$ cat config.mk
export PLATFORM = sky130hd
export DESIGN_NAME = ks_ctrl_bank
export DESIGN_NICKNAME = d
export VERILOG_FILES = /design/src/rtl/ks_ctrl_bank.sv
export SDC_FILE = /design/constraint.sdc
export NUM_CORES = 1
export LEC_CHECK = 0
export CORE_MARGIN = 3
export CORE_UTILIZATION = 45
export CTS_BUF_LIST = sky130_fd_sc_hd__clkbuf_4 sky130_fd_sc_hd__clkbuf_8
export CTS_CLUSTER_DIAMETER = 60
export CTS_CLUSTER_SIZE = 28
export DETAILED_ROUTE_END_ITERATION = 8
export PLACE_DENSITY = 0.76
export SLEW_MARGIN = 10
export SYNTH_ARGS = -nofsm -noshare
export SYNTH_HDL_FRONTEND = slang
export SYNTH_SLANG_ARGS = --single-unit
$ cat constraint.sdc
create_clock -name lrck -period 2 [get_ports lrck]
set_input_delay 0.3 -clock lrck [delete_from_list [all_inputs] [get_ports lrck]]
set_output_delay 0.3 -clock lrck [all_outputs]
set_load 0.05 [all_outputs]
$ cat src/rtl/ks_ctrl_bank.sv
// rtl/ks_ctrl_bank.sv - per-channel string parameter bank; optional glide on volume/tuning via KS_CTRL_GLIDE_EN
module ks_ctrl_bank #(
    parameter int NUM_CH     = 4,
    parameter int PW         = 10,
    parameter int GLIDE_STEP = 8,
    localparam int CHW       = (NUM_CH > 1) ? $clog2(NUM_CH) : 1
) (
    input  logic                 lrck,
    input  logic                 rst_n,
    input  logic                 msg_en,
    input  logic                 msg_bcast,
    input  logic [CHW-1:0]       msg_ch,
    input  logic [8:0]           msg_addr,
    input  logic [3*PW+1:0]      msg,
    output logic [NUM_CH*PW-1:0] delay_o,
    output logic [NUM_CH*PW-1:0] stretch_o,
    output logic [NUM_CH*PW-1:0] loss_o,
    output logic [NUM_CH*PW-1:0] tuning_o,
    output logic [NUM_CH*PW-1:0] dynamics_o,
    output logic [NUM_CH*PW-1:0] volume_o,
    output logic [NUM_CH*PW-1:0] sympat_o,
    output logic [NUM_CH-1:0]    pluck_o,
    output logic [NUM_CH-1:0]    panic_o,
    output logic [NUM_CH-1:0]    busy_o,
    output logic                 msg_err
);
    localparam int NP       = 7;
    localparam int P_TUNING = 3;
    localparam int P_VOLUME = 5;

    function automatic logic [PW-1:0] rst_val(input int p);
        case (p)
            0:       rst_val = PW'(48);
            1:       rst_val = PW'(1) << (PW - 1);
            2:       rst_val = {{(PW-1){1'b1}}, 1'b0};
            5:       rst_val = '1;
            default: rst_val = '0;
        endcase
    endfunction

    // One glide step toward tgt; sgn selects two's-complement interpretation.
    function automatic logic [PW-1:0] glide(input logic [PW-1:0] cur, input logic [PW-1:0] tgt,
                                            input logic sgn);
        logic signed [PW+1:0] c, t, d, st;
        c  = {{2{sgn & cur[PW-1]}}, cur};
        t  = {{2{sgn & tgt[PW-1]}}, tgt};
        d  = t - c;
        st = (PW+2)'(GLIDE_STEP);
        if (d > st)       glide = PW'(c + st);
        else if (d < -st) glide = PW'(c - st);
        else              glide = tgt;
    endfunction

    logic [NP-1:0]     wr_en;
    logic [PW-1:0]     wr_val [NP];
    logic [NUM_CH-1:0] hit;
    logic              err;
    logic [PW-1:0]     par_q  [NUM_CH][NP];
    logic [PW-1:0]     par_nx [NUM_CH][NP];
    logic [NUM_CH-1:0] pluck_q, panic_q;
    logic              err_q;
`ifdef KS_CTRL_GLIDE_EN
    logic [PW-1:0]     tgt_q  [NUM_CH][2];
    logic [PW-1:0]     tgt_nx [NUM_CH][2];
    logic [NUM_CH-1:0] busy_q, busy_nx;
`endif

    // Later slots overwrite earlier ones, so slot3 wins on a collision.
    always_comb begin
        wr_en = '0;
        for (int p = 0; p < NP; p++) wr_val[p] = '0;
        for (int s = 0; s < 3; s++)
            for (int p = 0; p < NP; p++)
                if (msg_addr[8-3*s -: 3] == 3'(p + 1)) begin
                    wr_en[p]  = 1'b1;
                    wr_val[p] = msg[3*PW+1-s*PW -: PW];
                end
    end

    always_comb begin
        err = msg_en && !msg_bcast && ({1'b0, msg_ch} >= (CHW+1)'(NUM_CH));
        for (int k = 0; k < NUM_CH; k++)
            hit[k] = msg_en && (msg_bcast || msg_ch == CHW'(k));
    end

    always_comb begin
        for (int k = 0; k < NUM_CH; k++)
            for (int p = 0; p < NP; p++)
                par_nx[k][p] = (hit[k] && wr_en[p]) ? wr_val[p] : par_q[k][p];
`ifdef KS_CTRL_GLIDE_EN
        // Busy reflects whether the output still had ground to cover at this edge.
        for (int k = 0; k < NUM_CH; k++) begin
            tgt_nx[k][0] = (hit[k] && wr_en[P_TUNING]) ? wr_val[P_TUNING] : tgt_q[k][0];
            tgt_nx[k][1] = (hit[k] && wr_en[P_VOLUME]) ? wr_val[P_VOLUME] : tgt_q[k][1];
            par_nx[k][P_TUNING] = glide(par_q[k][P_TUNING], tgt_nx[k][0], 1'b1);
            par_nx[k][P_VOLUME] = glide(par_q[k][P_VOLUME], tgt_nx[k][1], 1'b0);
            busy_nx[k] = (par_q[k][P_TUNING] != tgt_nx[k][0]) ||
                         (par_q[k][P_VOLUME] != tgt_nx[k][1]);
        end
`endif
    end

    always_ff @(posedge lrck) begin
        if (!rst_n) begin
            for (int k = 0; k < NUM_CH; k++)
                for (int p = 0; p < NP; p++)
                    par_q[k][p] <= rst_val(p);
            pluck_q <= '0;
            panic_q <= '0;
            err_q   <= 1'b0;
`ifdef KS_CTRL_GLIDE_EN
            for (int k = 0; k < NUM_CH; k++) begin
                tgt_q[k][0] <= rst_val(P_TUNING);
                tgt_q[k][1] <= rst_val(P_VOLUME);
            end
            busy_q <= '0;
`endif
        end else begin
            par_q   <= par_nx;
            pluck_q <= hit & {NUM_CH{msg[0]}};
            panic_q <= hit & {NUM_CH{msg[1]}};
            err_q   <= err;
`ifdef KS_CTRL_GLIDE_EN
            tgt_q  <= tgt_nx;
            busy_q <= busy_nx;
`endif
        end
    end

    for (genvar k = 0; k < NUM_CH; k++) begin : g_out
        assign delay_o[k*PW +: PW]    = par_q[k][0];
        assign stretch_o[k*PW +: PW]  = par_q[k][1];
        assign loss_o[k*PW +: PW]     = par_q[k][2];
        assign tuning_o[k*PW +: PW]   = par_q[k][3];
        assign dynamics_o[k*PW +: PW] = par_q[k][4];
        assign volume_o[k*PW +: PW]   = par_q[k][5];
        assign sympat_o[k*PW +: PW]   = par_q[k][6];
    end

    assign pluck_o = pluck_q;
    assign panic_o = panic_q;
    assign msg_err = err_q;
`ifdef KS_CTRL_GLIDE_EN
    assign busy_o = busy_q;
`else
    assign busy_o = '0;
`endif
endmodule

==> results of run 1 <==
stage by stage:
| step | TNS, ns | cells | hold slack, ns |
|---|---|---|---|
| after floorplan | 0 | 1325 | 0.478 |
| after global placement | -46.15 | 2010 | 0.447 |
| after detailed placement | -52.66 | 2010 | 0.453 |
| after CTS | 0 | 2048 | 0.0630 |
| after global routing | 0 | 2049 | 0.0981 |
| final | 0 | 2049 | 0.0898 |
cell families (layout without fill, tap and decap cells):
kind of cell	after synthesis	count (layout)	share of synthesized area
compound gates	669	669	0.349
buf+inv	151	539	0.0604
flops	288	288	0.477
mux	2	2	0.00166
other cells	1	6	0.000310
simple gates	210	210	0.112
metal layers:
layer	wire [µm]	vias to the layer above	part of all wire
li1	-	5778	-
met1	18900	6010	0.40
met4	1600	2	0.034
met3	4410	121	0.094
met2	21900	712	0.47
met5	13	-	0.00028
report_power, final:
| part | switching, mW | total (mW) | internal, mW |
|---|---|---|---|
| Clock | 2.35 | 3.59 | 1.24 |
| Combinational | 1.89 | 2.71 | 0.818 |
| Sequential | 0.112 | 6.05 | 5.94 |
layout make-up:
class                      instances  area share
clock inverter                    16      0.0138
timing repair buffer             497       0.266
clock buffer                      22      0.0176
inverter                           4    0.000889
multi-input combinational        886       0.335
antenna                            1    0.000148
tap                              335      0.0248
sequential                       288       0.341
state kept, by name (all words and copies together), names as in the netlist:
register / flops
delay_o: 40
dynamics_o: 40
loss_o: 40
panic_o: 4
pluck_o: 4
stretch_o: 40
sympat_o: 40
tuning_o: 40
volume_o: 40
cells in the final DEF, fill, tap and decap left out, drive strengths merged, types with 10 or more instances in the layout:
master         instances
o21ai                310
dfxtp                288
dlygate4sd2          288
o211ai               276
buf                  164
o22ai                 70
nand2                 59
clkdlybuf4s50         45
and3                  41
nor3b                 31
nand3b                23
clkbuf                22
nand2b                15
inv                   12
nor2                  10
how the worst max path moves through the flow:
stage / slack [ns] / start / to
3_3_place_gp: -0.33 / msg_addr[5] / tuning_o[24]$_SDFFE_PN0P_
3_5_place_dp: -0.36 / msg_addr[5] / tuning_o[24]$_SDFFE_PN0P_
2_1_floorplan: 0.42 / msg_addr[3] / stretch_o[9]$_SDFFE_PN1P_
6_report: 0.13 / tuning_o[38]$_SDFFE_PN0P_ / tuning_o[38]
4_1_cts: 0.12 / sympat_o[28]$_SDFFE_PN0P_ / sympat_o[28]
5_1_grt: 0.09 / msg_addr[1] / dynamics_o[23]$_SDFFE_PN0P_
==> results.ini, run 1 <==
[setup_path]
worstSetupPathType=flip-flop to output port
cpLargestDelayFamily=buffers and inverters
r2r_end=loss_o[26]$_SDFFE_PN1P_
cp_slowest_cell=dlygate4sd2_1
r2r_slack_ns=1.28
crit_arrival_ns=1.57
worstPathMaxFanout=2
cp_num_buf_inv=1
worstPathCellList=dlygate4sd2_1
critPathCaptureType=output port
slowest_delay_ns=0.56
crit_cells=1
critPathLaunchType=flip-flop
reg2reg_from=loss_o[26]$_SDFFE_PN1P_
cp.required_ns=1.70
reg2reg_depth=2

[clock_tree]
cts_setup_buffers=0
cts_root_buf=clkbuf_8
clkTransAtPathRegs_ns=0.15
cts_tree=built
clkSinkCount=288
clk_path_buf_depth=3
clk_latency_ns=0.57
cts_buffers=21
hold_buffers=0
cts_resized=288
h-tree-depth=1

[yosys]
syn_avg_cell_area_um2=9.15
synth_top_cell_by_area=dfxtp_1
syn_inst=1321
yosysTopAreaCellShare=0.477
ys_types=39
ys_seq_area_frac=0.477
synthArstFlopShare=0
syn_area_mm2=0.0121
synthTopCellsByArea=dfxtp_1 48%, o211ai_1 17%, o21ai_0 12%
synth_common_cells=290 x o21ai_0, 288 x dfxtp_1, 276 x o211ai_1
synth-edff-count=0
ys.flop_type=dfxtp_1
ys_seq_elements=288
yosys_warnings=0
synth_most_common_cell=o21ai_0

[global_routing]
top_usage_layer=met2
grt_use_total=0.305
gr-total-overflow=0
grt_pass1_vias=11900
use_met2=0.499
grt_start_max_net_pins=55
grt_pass1_wl_mm=70.2
met3_usage=0.0604
met1_usage=0.405
antenna_found_initial=2

[sta]
fin_skew_ns=0
finalSetupViolations=0
rsz0062_at_grt=no
fin_crit_sh=0.933
worst_slack_ns=0.133
drv_slew=0
fin_crit_ns=1.87
timing.fmax_mhz=536
worstMarginPinSlew_ns=0.629
slew_headroom=0.581
finalHoldViolations=0

[power]
leakagePower_nw=7.19
total_power_mw=12.3
ir_drop_v=0.000621
power_density_mw_per_mm2=731

[placement]
dp_hpwl_mm=33.8
place_area_mm2=0.0167
port_buffers=334
gp_congestion=1.03
place_ws_ns=-0.361

[cells_and_area]
synthToLayoutAreaGrowth_pct=39.6
multi_input_area_mm2=0.00565
drive_gt1_frac=0.131
design_area_mm2=0.0169
regArea_mm2=0.00577
fill_cells=2292
nets=1745
fin_util=0.644

[floorplanning]
die_area_mm2=0.0289
die_x_um=170
ioPinCount=340
fp.dieH_um=170
core-area_mm2=0.0262
initial_core_util=0.461
placement_rows=59

[detailed_routing]
viasPerCell=6.16
antenna_left=0
post_drt_wl_per_cell_um=22.8
first_iter_violations=1591
wl_mm=46.8
drt_pass1_iterations=5
vias=12600
detail_route.drc_violations=0

[worst_hold_path]
min_path_cells=2
hold_class=input port to flip-flop
min_from=rst_n
hold_end=loss_o[21]$_SDFFE_PN1P_

[outcome]
status=complete, no violations

[job]
max_cap_violations=0

No activity file was read; power rests on OpenSTA's default activity.
==> run 2: changes to the inputs <==
- MAX_ROUTING_LAYER: unset -> met4
==> run 2 against run 1 <==
Setup slack improved by 0.0079 ns. Clock skew unchanged. Non-clock buffer count fell by 2. Cell count is essentially flat. Total power decreased by 0.89%. Core utilization about the same. First-iteration DRC count increased by 5.1%. Design area hardly changed. Global-route usage grew 1.0 points. Flip-flop and latch count did not move. Largest power group unchanged. Worst hold slack improved by 0.016 ns. Sequential power about the same. Critical endpoint unchanged. Highest routed layer is now met4.
==> results.ini, run 2 (synthesized netlist as in run 1, its figures left out) <==
[clock_tree]
hold_buffers=0
clkTransAtPathRegs_ns=0.15
cts_setup_buffers=0
clk_latency_ns=0.58
cts_tree=built
cts_root_buf=clkbuf_8
h-tree-depth=1
clk_path_buf_depth=3
cts_resized=288
clkSinkCount=288
cts_buffers=21

[cells_and_area]
fill_cells=2264
drive_gt1_frac=0.130
multi_input_area_mm2=0.00565
synthToLayoutAreaGrowth_pct=39.6
final_cell_mix=289 x o21ai_0, 288 x dfxtp_1, 288 x dlygate4sd2_1
design_area_mm2=0.0169
regArea_mm2=0.00577
layout_commonest_cell=o21ai_0
nets=1743
fin_util=0.644

[placement]
gp_congestion=1.03
dp_hpwl_mm=33.8
port_buffers=334
place_area_mm2=0.0167

[floorplanning]
core-area_mm2=0.0262
die_area_mm2=0.0289
die_x_um=170
fp.dieH_um=170
ioPinCount=340
initial_core_util=0.461
placement_rows=59

[global_routing]
grt_use_total=0.315
grt_start_max_net_pins=58
grt_pass1_wl_mm=70.2
antenna_found_initial=2
gr-total-overflow=0
grt_pass1_vias=11700

[setup_path]
critPathCaptureType=output port
critPathLaunch=tuning_o[38]$_SDFFE_PN0P_
cp_slowest_cell=dlygate4sd2_1
crit_arrival_ns=1.56
slowest_delay_ns=0.57
worstPathCellList=dlygate4sd2_1
cp_num_buf_inv=1
worstSetupPathType=flip-flop to output port
cp.required_ns=1.70
reg2reg_from=loss_o[22]$_SDFFE_PN1P_
critPathLaunchType=flip-flop
worstPathMaxFanout=2
cpLargestDelayFamily=buffers and inverters

[power]
switching_share=0.348
ir_drop_v=0.000508
combPwrFrac=0.222
p_seq_frac=0.494
leakagePower_nw=7.17
power_switching_mw=4.26
p_int_mw=7.98
power_frac_clock=0.284
power_density_mw_per_mm2=725

[detailed_routing]
post_drt_wl_per_cell_um=22.8
viasPerCell=6.21
antenna_left=0
first_iter_violations=1672
wl_mm=46.8
detail_route.drc_violations=0
vias=12700
drt_pass1_iterations=6

[sta]
fin_skew_ns=0
rsz0062_at_grt=no
drv_slew=0
timing.fmax_mhz=538
worstMarginPinSlew_ns=0.760
slew_headroom=0.493
fin_crit_ns=1.86
finalHoldViolations=0
fin_crit_sh=0.930
finalSetupViolations=0

[worst_hold_path]
hold_class=input port to flip-flop
min_from=rst_n

[job]
max_cap_violations=0

[outcome]
status=complete, no violations

## run 2: power groups by stage
stage	sequential [mW]	clock (mW)	combinational [mW]
CTS	6.04	3.51	2.68
finish	6.05	3.48	2.71
floorplan	6.84	0	0.935
global placement	6.18	0	2.77
global route	6.07	3.73	2.85
detailed placement	6.18	0	2.81
## run 2: worst paths after layout
check | to | slack, ns | cells past startpoint
setup / recovery | tuning_o[38] | 0.14 | 1
setup reg to reg | loss_o[22]$_SDFFE_PN1P_ | 1.28 | 2
hold reg to reg | loss_o[10]$_SDFFE_PN0P_ | 0.47 | 2
hold / removal | loss_o[21]$_SDFFE_PN1P_ | 0.11 | 2
## run 2: stage by stage
step / power, mW / TNS [ns] / setup WS, ns / hold slack [ns] / instances
3_5_place_dp: 8.99 / -58.54 / -0.400 / 0.455 / 2008
3_3_place_gp: 8.94 / -49.98 / -0.343 / 0.444 / 2008
6_report: 12.2 / 0 / 0.141 / 0.106 / 2048
5_1_grt: 12.6 / 0 / 0.0758 / 0.100 / 2048
4_1_cts: 12.2 / 0 / 0.111 / 0.0785 / 2046
2_1_floorplan: 7.77 / 0 / 0.416 / 0.478 / 1325
## run 2: final cells by class
class,instances,area share
Sequential cell,288,0.342
Antenna cell,2,0.000296
Inverter,4,0.000889
Clock inverter,16,0.0125
Tap cell,335,0.0248
Timing Repair Buffer,495,0.267
Clock buffer,22,0.0179
Multi-Input combinational cell,886,0.335
## run 2: routing by layer
layer | wire length, µm | up-vias | track usage
li1 | - | 5776 | -
met5 | 0 | - | -
met2 | 21700 | 754 | 0.500
met4 | 1510 | 0 | 0.0924
met1 | 18800 | 6092 | 0.416
met3 | 4690 | 104 | 0.0553
==> run 3: changes to the inputs <==
- CTS_BUF_LIST: sky130_fd_sc_hd__clkbuf_4 sky130_fd_sc_hd__clkbuf_8 -> unset
==> run 3 against run 2 <==
Total power is 9.2% higher. Clock power is 31% higher. Sequential power hardly changed. Maximum frequency is 6.5% lower. Design area is 3.5% higher. Setup slack worse by 0.13 ns. Wire length is 1.8% higher. Clock-buffer cell count stayed put. Register-to-register slack hardly changed. Cell count hardly changed.
==> results.ini, run 3 (synthesized netlist as in run 1, its figures left out) <==
[floorplanning]
core-area_mm2=0.0262
ioPinCount=340
initial_core_util=0.461
die_area_mm2=0.0289
fp.dieH_um=170
die_x_um=170
placement_rows=59

[clock_tree]
cts_resized=182
hold_buffers=0
cts_buffers=21
cts_setup_buffers=0
h-tree-depth=1
clk_path_buf_depth=3
clkSinkCount=288
clkTransAtPathRegs_ns=0.10
cts_root_buf=clkbuf_16
cts_tree=built
clk_latency_ns=0.53

[placement]
dp_hpwl_mm=33.8
place_ws_ns=-0.400
dp_cells=2008
gp_congestion=1.03
place_area_mm2=0.0167
port_buffers=334

[setup_path]
critPathCaptureType=output port
slowest_delay_ns=0.81
crit_arrival_ns=1.69
crit_cells=1
critPathLaunchType=flip-flop
worstPathMaxFanout=2
worstPathCellList=clkdlybuf4s50_1
cp.required_ns=1.70
reg2reg_depth=2
cp_num_buf_inv=1
cpLargestDelayFamily=buffers and inverters
worstSetupPathType=flip-flop to output port
cp_slowest_cell=clkdlybuf4s50_1

[worst_hold_path]
min_path_cells=2
hold_class=input port to flip-flop

[cells_and_area]
design_area_mm2=0.0175
synthToLayoutAreaGrowth_pct=44.5
final_cell_mix=289 x o21ai_0, 288 x dfxtp_1, 276 x o211ai_1
layout_commonest_cell=o21ai_0
nets=1743
stdcell_count=2050
drive_gt1_frac=0.130
fill_cells=2117

[job]
max_cap_violations=0

[detailed_routing]
drt_pass1_iterations=6
post_drt_wl_per_cell_um=23.2
detail_route.drc_violations=0
wl_mm=47.6
antenna_left=0
viasPerCell=6.24
vias=12800
first_iter_violations=1666

[power]
p_int_mw=8.95
switching_share=0.330
combPwrFrac=0.207
power_density_mw_per_mm2=765
ir_drop_v=0.000540
p_seq_frac=0.452
power_frac_clock=0.340
power_switching_mw=4.41
total_power_mw=13.4
leakagePower_nw=8.05

[sta]
fin_crit_ns=1.99
rsz0062_at_grt=no
worst_slack_ns=0.0121
slew_headroom=0.530
fin_skew_ns=0
setup_tns_ns=0
worstMarginPinSlew_ns=0.706
timing.fmax_mhz=503
finalSetupViolations=0
finalHoldViolations=0
fin_crit_sh=0.994
drv_slew=0

[global_routing]
grt_pass1_wl_mm=70.7
grt_start_max_net_pins=58
grt_use_total=0.318
antenna_found_initial=4
grt_pass1_vias=11700
gr-total-overflow=0

[outcome]
status=complete, no violations

[run 3: cell count changes in the layout (fill, tap and decap cells not counted)]
cell             previous run  this run
dlymetal6s2s_1              0        88
clkinvlp_4                  3         2
clkbuf_8                   22         1
clkdlybuf4s50_1            45        63
inv_6                       3         4
dlygate4sd2_1             288       182
clkbuf_16                   0        21
diode_2                     2         4
[run 3: per-layer routing]
metal	track usage	routed length [µm]	up-vias	part of all wire
met4	0.0949	1520	0	0.032
met5	-	0	-	0
met3	0.0499	4750	102	0.10
li1	-	-	5782	-
met1	0.423	19100	6161	0.40
met2	0.504	22200	748	0.47
[run 3: final timing paths]
kind,startpoint,end,slack [ns]
min reg2reg,loss_o[10]$_SDFFE_PN0P_,loss_o[10]$_SDFFE_PN0P_,0.46
min,rst_n,loss_o[21]$_SDFFE_PN1P_,0.17
max reg2reg,dynamics_o[18]$_SDFFE_PN0P_,dynamics_o[18]$_SDFFE_PN0P_,1.29
max,stretch_o[24]$_SDFFE_PN0P_,stretch_o[24],0.01
[run 3: per-stage QoR]
step / hold WS [ns] / utilization
6_report: 0.167 / 0.667
3_5_place_dp: 0.455 / 0.638
2_1_floorplan: 0.478 / -
3_3_place_gp: 0.444 / 0.638
5_1_grt: 0.176 / 0.667
4_1_cts: 0.152 / 0.658
[run 3: cell type report]
| class | instances | area [µm²] | area share |
|---|---|---|---|
| inverter | 4 | 15.0 | 0.000859 |
| clock inverter | 16 | 211 | 0.0121 |
| timing repair buffer | 495 | 4860 | 0.278 |
| clock buffer | 22 | 539 | 0.0309 |
| tap | 335 | 419 | 0.0240 |
| sequential | 288 | 5770 | 0.330 |
| antenna | 4 | 10.0 | 0.000573 |
| multi-input combinational | 886 | 5650 | 0.323 |
[run 3: worst reg2reg max path: stages, from the launching register on]
cell and delay, ns:
dfxtp_1 0.34, o211ai_1 0.11, o21ai_0 0.13
[run 3: power groups by stage]
stage	Clock (mW)	Sequential (mW)	Combinational (mW)
after detailed placement	0	6.18	2.81
after CTS	4.58	6.04	2.74
after global placement	0	6.18	2.77
after floorplan	0	6.84	0.935
after global routing	4.80	6.06	2.90
final	4.55	6.04	2.77
